File: src/rtl/tpu_cmd_sequencer.sv
// TPU command sequencer: buffers host commands in a small FIFO and issues them
// to the systolic core as registered drives. Single-shot ops last one cycle,
// matmul holds the core for MM_CYCLES cycles, and readC results are captured
// into a single-entry response register that back-pressures further readCs.
// DIM must be at least 8: lanes 0..3 feed v_low and lanes 4..7 feed v_high.
// FIFO_DEPTH must be a power of two and at least 2 so the pointers wrap naturally.

module tpu_payload_lane #(
  parameter int VEC_W = 32
) (
  input  logic             clk,
  input  logic             rst,
  input  logic             load,
  input  logic [VEC_W-1:0] d,
  output logic [VEC_W-1:0] q
);
  // Hold the issued element for one cycle, idle at zero otherwise
  always_ff @(posedge clk or posedge rst) begin
    if (rst)       q <= '0;
    else if (load) q <= d;
    else           q <= '0;
  end
endmodule

module tpu_cmd_sequencer #(
  parameter int DIM        = 8,
  parameter int FIFO_DEPTH = 4,
  parameter int MM_CYCLES  = 3*DIM-2
) (
  input  logic                 clk,
  input  logic                 rst,
  input  logic                 cmd_valid,
  output logic                 cmd_ready,
  input  logic [2:0]           cmd_op,
  input  logic [3:0]           cmd_idx,
  input  logic                 cmd_hl,
  input  logic [DIM-1:0][31:0] cmd_data,
  output logic [2:0]           tpu_opcode,
  output logic [3:0]           tpu_idx,
  output logic                 tpu_hl,
  output logic [3:0][31:0]     tpu_v_low,
  output logic [3:0][31:0]     tpu_v_high,
  input  logic [3:0][31:0]     tpu_data_out,
  output logic                 rsp_valid,
  input  logic                 rsp_ready,
  output logic [3:0][31:0]     rsp_data,
  output logic                 mm_done,
  output logic                 busy,
  output logic                 err
);
  localparam int NUM_LANES = 8;
  localparam int VEC_W     = 32;
  localparam int AW        = $clog2(FIFO_DEPTH);
  localparam int CNTW      = $clog2(FIFO_DEPTH + 1);
  localparam int MCW       = $clog2(MM_CYCLES + 1);
  localparam logic [MCW-1:0] MM_LAST = MCW'(MM_CYCLES - 1);

  localparam logic [2:0] OP_NOP     = 3'd0;
  localparam logic [2:0] OP_WRA     = 3'd1;
  localparam logic [2:0] OP_WRB     = 3'd2;
  localparam logic [2:0] OP_WRC     = 3'd3;
  localparam logic [2:0] OP_MATMUL  = 3'd4;
  localparam logic [2:0] OP_READC   = 3'd5;
  localparam logic [2:0] OP_STEP    = 3'd6;
  localparam logic [2:0] OP_ILLEGAL = 3'd7;

  typedef struct packed {
    logic [2:0]           op;
    logic [3:0]           idx;
    logic                 hl;
    logic [DIM-1:0][31:0] data;
  } cmd_t;

  typedef enum logic [1:0] {S_IDLE, S_MATMUL, S_RDWAIT} state_t;

  cmd_t            fifo_mem [FIFO_DEPTH];
  logic [AW-1:0]   wr_ptr, rd_ptr;
  logic [CNTW-1:0] fifo_cnt;
  cmd_t            head;
  logic            fifo_empty, push, pop;

  state_t          state, state_nxt;
  logic [MCW-1:0]  mm_cnt, mm_cnt_nxt;
  logic [2:0]      op_nxt;
  logic [3:0]      idx_nxt;
  logic            hl_nxt, load_nxt, err_nxt, mm_done_nxt, rd_blocked;

  assign head       = fifo_mem[rd_ptr];
  assign fifo_empty = (fifo_cnt == '0);
  assign cmd_ready  = (fifo_cnt < CNTW'(FIFO_DEPTH));
  assign push       = cmd_valid && cmd_ready;
  assign busy       = !fifo_empty || (state != S_IDLE) || (tpu_opcode != OP_NOP);

  // Command storage; contents are only meaningful between push and pop
  always_ff @(posedge clk) begin
    if (push) fifo_mem[wr_ptr] <= '{op: cmd_op, idx: cmd_idx, hl: cmd_hl, data: cmd_data};
  end

  // FIFO pointers and occupancy; a full FIFO never accepts, even while popping
  always_ff @(posedge clk or posedge rst) begin
    if (rst) begin
      wr_ptr   <= '0;
      rd_ptr   <= '0;
      fifo_cnt <= '0;
    end else begin
      if (push) wr_ptr <= wr_ptr + AW'(1);
      if (pop)  rd_ptr <= rd_ptr + AW'(1);
      case ({push, pop})
        2'b10:   fifo_cnt <= fifo_cnt + CNTW'(1);
        2'b01:   fifo_cnt <= fifo_cnt - CNTW'(1);
        default: fifo_cnt <= fifo_cnt;
      endcase
    end
  end

  // Issue decision: what the core sees next cycle and whether the head is consumed
  always_comb begin
    state_nxt   = state;
    mm_cnt_nxt  = mm_cnt;
    pop         = 1'b0;
    op_nxt      = OP_NOP;
    idx_nxt     = '0;
    hl_nxt      = 1'b0;
    load_nxt    = 1'b0;
    err_nxt     = 1'b0;
    mm_done_nxt = 1'b0;
    // A readC must wait while a response is held or still in flight to the register
    rd_blocked  = rsp_valid || (tpu_opcode == OP_READC);
    case (state)
      S_IDLE, S_RDWAIT: begin
        if (!fifo_empty) begin
          case (head.op)
            OP_MATMUL: begin
              pop        = 1'b1;
              state_nxt  = S_MATMUL;
              mm_cnt_nxt = '0;
              op_nxt     = OP_MATMUL;
            end
            OP_READC: begin
              if (rd_blocked) begin
                state_nxt = S_RDWAIT;
              end else begin
                pop       = 1'b1;
                state_nxt = S_IDLE;
                op_nxt    = OP_READC;
                idx_nxt   = head.idx;
                hl_nxt    = head.hl;
              end
            end
            OP_WRA, OP_WRB, OP_WRC, OP_STEP: begin
              pop      = 1'b1;
              op_nxt   = head.op;
              idx_nxt  = head.idx;
              hl_nxt   = head.hl;
              load_nxt = 1'b1;
            end
            OP_ILLEGAL: begin
              pop     = 1'b1;
              err_nxt = 1'b1;
            end
            default: pop = 1'b1;
          endcase
        end
      end
      S_MATMUL: begin
        if (mm_cnt == MM_LAST) begin
          state_nxt   = S_IDLE;
          mm_cnt_nxt  = '0;
          mm_done_nxt = 1'b1;
        end else begin
          mm_cnt_nxt = mm_cnt + MCW'(1);
          op_nxt     = OP_MATMUL;
        end
      end
      default: state_nxt = S_IDLE;
    endcase
  end

  // FSM state, matmul counter and registered core controls
  always_ff @(posedge clk or posedge rst) begin
    if (rst) begin
      state      <= S_IDLE;
      mm_cnt     <= '0;
      tpu_opcode <= OP_NOP;
      tpu_idx    <= '0;
      tpu_hl     <= 1'b0;
      err        <= 1'b0;
      mm_done    <= 1'b0;
    end else begin
      state      <= state_nxt;
      mm_cnt     <= mm_cnt_nxt;
      tpu_opcode <= op_nxt;
      tpu_idx    <= idx_nxt;
      tpu_hl     <= hl_nxt;
      err        <= err_nxt;
      mm_done    <= mm_done_nxt;
    end
  end

  // readC response: capture at the end of the drive cycle, clear on handshake
  always_ff @(posedge clk or posedge rst) begin
    if (rst) begin
      rsp_valid <= 1'b0;
      rsp_data  <= '0;
    end else if (tpu_opcode == OP_READC) begin
      rsp_valid <= 1'b1;
      rsp_data  <= tpu_data_out;
    end else if (rsp_valid && rsp_ready) begin
      rsp_valid <= 1'b0;
    end
  end

  // Payload lanes: 0..3 drive v_low, 4..7 drive v_high
  logic [NUM_LANES-1:0][VEC_W-1:0] lane_q;

  for (genvar l = 0; l < NUM_LANES; l++) begin : g_lane
    tpu_payload_lane #(.VEC_W(VEC_W)) u_lane (
      .clk  (clk),
      .rst  (rst),
      .load (load_nxt),
      .d    (head.data[l]),
      .q    (lane_q[l])
    );
  end

  assign tpu_v_low  = lane_q[3:0];
  assign tpu_v_high = lane_q[7:4];
endmodule

File: config.mk
export PLATFORM = sky130hd
export DESIGN_NAME = tpu_cmd_sequencer
export DESIGN_NICKNAME = d
export VERILOG_FILES = /design/src/rtl/tpu_cmd_sequencer.sv
export SDC_FILE = /design/constraint.sdc
export NUM_CORES = 1
export LEC_CHECK = 0
export BUFFER_PORTS_ARGS = -buffer_cell sky130_fd_sc_hd__buf_2
export CAP_MARGIN = 20
export CORE_AREA = 2 2 460 462
export DETAILED_ROUTE_END_ITERATION = 6
export DIE_AREA = 0 0 462 464
export GPL_TIMING_DRIVEN = 1
export PLACE_DENSITY = 0.45
export SETUP_SLACK_MARGIN = 0.15
export SLEW_MARGIN = 20
export SYNTH_ARGS = -nofsm -noshare
export SYNTH_HDL_FRONTEND = slang
export SYNTH_SLANG_ARGS = --single-unit
File: constraint.sdc
create_clock -name clk -period 21.5 [get_ports clk]
set_clock_uncertainty 0.1 [all_clocks]
set_input_delay 2.15 -clock clk [delete_from_list [all_inputs] [get_ports clk]]
set_output_delay 2.15 -clock clk [all_outputs]
set_load 0.05 [all_outputs]
==> flow_metrics.py <==
metrics = {
    "status": {
        "status": "finished, final reports clean",
    },
    "timing": {
        "grt_setup_unrepaired": "no",
        "setup_viol": 0,
        "worst_pin_slew_ns": 0.994,
        "fin_crit_ns": 5.60,
        "maxSlewHeadroom_pct": 33.7,
        "fin_ws_ns": 15.90,
        "max_freq_ghz": 0.179,
        "hold_viol": 0,
        "period_share_pct": 26.1,
        "setup_tns_ns": 0,
        "slew_viol_final": 0,
    },
    "critical_path": {
        "cp_common_cell": "buf_4",
        "crit_fanout": 54,
        "slowest_delay_ns": 0.89,
        "end_kind": "flip-flop",
        "r2r_slack_ns": 16.97,
        "start_kind": "input port",
        "critical_path.slowest_cell": "and2_4",
        "worstPathRequired_ns": 21.83,
        "cp_cell_sequence": "buf_2 > nor2b_1 > and2_4 > buf_4 > buf_4 > buf_4",
        "worstSetupPathType": "in2reg",
        "critical_path_arrival_ns": 5.93,
    },
    "synthesis": {
        "avgSynthCellArea_um2": 20.2,
        "ys_warn_count": 0,
        "syn_area_um2": 52100,
        "synth_area_leader_cell": "edfxtp_1",
        "netlist_top_cells_count": "edfxtp_1 (1056), dfrtp_1 (409), nand2_1 (393)",
        "synth_top_area_share_pct": 60.9,
        "yosysMostFrequentCell": "edfxtp_1",
        "syn_inst": 2578,
        "synth_fp_nets": 2982,
        "synth_flop_cell": "edfxtp_1",
        "ys_seq_area_share_pct": 80.5,
        "synth_edf_count": 1056,
        "ys_types": 37,
        "synth_seq_cells": 1465,
        "yosys-top-cells-area": "edfxtp_1 (61%), dfrtp_1 (20%), mux4_2 (11%)",
        "synthArstFlopShare_pct": 27.9,
    },
    "cells_and_area": {
        "area_delta_synth_final_pct": 24.4,
        "layout.nets": 3869,
        "multi_input_area_um2": 9570,
        "layout-drive-gt1-share_pct": 37.3,
        "nFillCells": 20500,
        "register_area_um2": 42000,
        "stdcell_count": 6433,
    },
    "drt": {
        "num_vias": 26400,
        "ant_nets": 0,
        "viasPerCell": 4.10,
        "drt_wl_total_um": 138000,
        "drc": 0,
        "routed-wl-met2_um": 66700,
        "drtIter0Drc": 1661,
        "post_drt_wl_per_cell_um": 21.5,
        "firstDrtPassIters": 5,
        "wl_met1_um": 55100,
        "top_layer": "met5",
        "wl_met3_um": 12000,
    },
    "grt": {
        "grt_overflow": 0,
        "grt_max_degree": 106,
        "grt_first_pass_wirelength_um": 197000,
        "grt_antenna_before_repair": 75,
        "grt_pass1_vias": 27300,
        "track_usage_pct": 12.6,
    },
    "floorplanning": {
        "fp.dieW_um": 462,
        "io_pins": 793,
        "rows": 168,
        "core_um2": 209000,
        "die_h_um": 464,
        "initial_core_util_pct": 24.9,
        "fp.dieArea_um2": 214000,
    },
    "placed_design": {
        "post-place-ws_ns": 14.96,
        "portBuffers": 792,
        "gp_congestion": 0.720,
        "dp.cells": 6101,
        "dp_hpwl_um": 89000,
    },
    "hold_path": {
        "hp-class": "reg2reg",
    },
    "cts": {
        "clkTransAtPathRegs_ns": 0.06,
        "cts_tree": "done",
        "cts_resized": 0,
        "cts_max_path_buffers": 3,
        "clkLatencyLatePin_ns": 0.80,
        "clock-root-buffer": "clkbuf_16",
        "postCtsSetupBuffers": 0,
        "cts_buffers": 166,
        "holdBufCountCts": 0,
        "h-tree-depth": 4,
        "cts_sinks": 1465,
    },
    "pwr": {
        "p_per_area_nw_per_um2": 154,
        "power_leakage_nw": 24.8,
        "peakVddDrop_mv": 0.0966,
    },
    "job": {
        "maxCapViolations": 0,
    },
}
stage by stage:
stage	total power, mW	hold WS (ns)	utilization (%)	instance area, um^2
6_report	9.96	0.367	31.0	64800
5_1_grt	10.5	0.385	31.0	64800
4_1_cts	10.2	0.370	31.0	64700
3_5_place_dp	7.36	0.357	28.4	59400
3_3_place_gp	7.36	0.356	28.4	59400
2_1_floorplan	6.42	0.369	-	52100
routing by layer:
layer,track usage (%),up-vias
li1,-,11500
met1,14.9,13600
met2,20.8,867
met3,5.00,293
met4,4.15,76
met5,0,-
cells in the final DEF (no fill, tap or decap), drive strengths merged, types with 4 or more instances in the layout:
cell    count
nand2     393
xnor2       4
bufinv      7
nor2       11
and2        4
dfrtp     409
nor2b     263
diode      20
mux4      264
clkbuf    245
clkinv     48
ha          7
inv        18
edfxtp   1056
buf       836
nand3       7
layout make-up:
type | instances | area share (%)
Clock buffer | 245 | 7.26
Sequential cell | 1465 | 64.7
Clock inverter | 66 | 1.01
Multi-Input combinational cell | 986 | 14.8
Antenna cell | 20 | 0.0772
Tap cell | 2805 | 5.41
Timing Repair Buffer | 836 | 6.69
Inverter | 10 | 0.0695
critical path: cells and delay by family:
kind | cells | cell delay, ns
buffers and inverters | 4 | 2.24
and+or+nand+nor | 2 | 1.32
sequential cells by signal (all words and copies together) (netlist names):
signal	flops
fifo_mem	1056
g_lane.u_lane.q	256
rsp_data	128
mm_cnt	5
tpu_idx	4
fifo_cnt	3
tpu_opcode	3
rd_ptr	2
state	2
wr_ptr	2
err	1
mm_done	1
rsp_valid	1
tpu_hl	1
report_power, final:
| part | leakage [nW] | internal [mW] | switching [mW] |
|---|---|---|---|
| Sequential | 15.0 | 3.67 | 0.247 |
| Clock | 2.60 | 1.61 | 1.15 |
| Combinational | 7.27 | 0.977 | 2.31 |
| Total | 24.8 | 6.26 | 3.70 |
cells by family (layout without fill, tap and decap cells):
group           after synthesis  after routing  synth area share, %
flops                      1465           1465                 80.5
other cells                   0             20                    0
mux                         265            265                 11.4
simple gates                690            690                 6.34
buf+inv                     127           1157                 1.18
fa+ha+maj                     8              8                0.207
compound gates               17             17                0.235
xor+xnor                      6              6                0.101
final timing paths:
kind                          startpoint  depth (start not counted)                     end
max in group asynchronous            rst                          5  g_lane[7].u_lane.q[15]
setup reg to reg             fifo_cnt[2]                          5        fifo_mem[3][137]
setup / recovery               cmd_valid                          6        fifo_mem[3][137]
min in group asynchronous            rst                          2           rsp_data[126]
hold / removal             rsp_data[108]                          2           rsp_data[108]
hold reg to reg            rsp_data[108]                          2           rsp_data[108]
(Power assumes the default switching activity.)
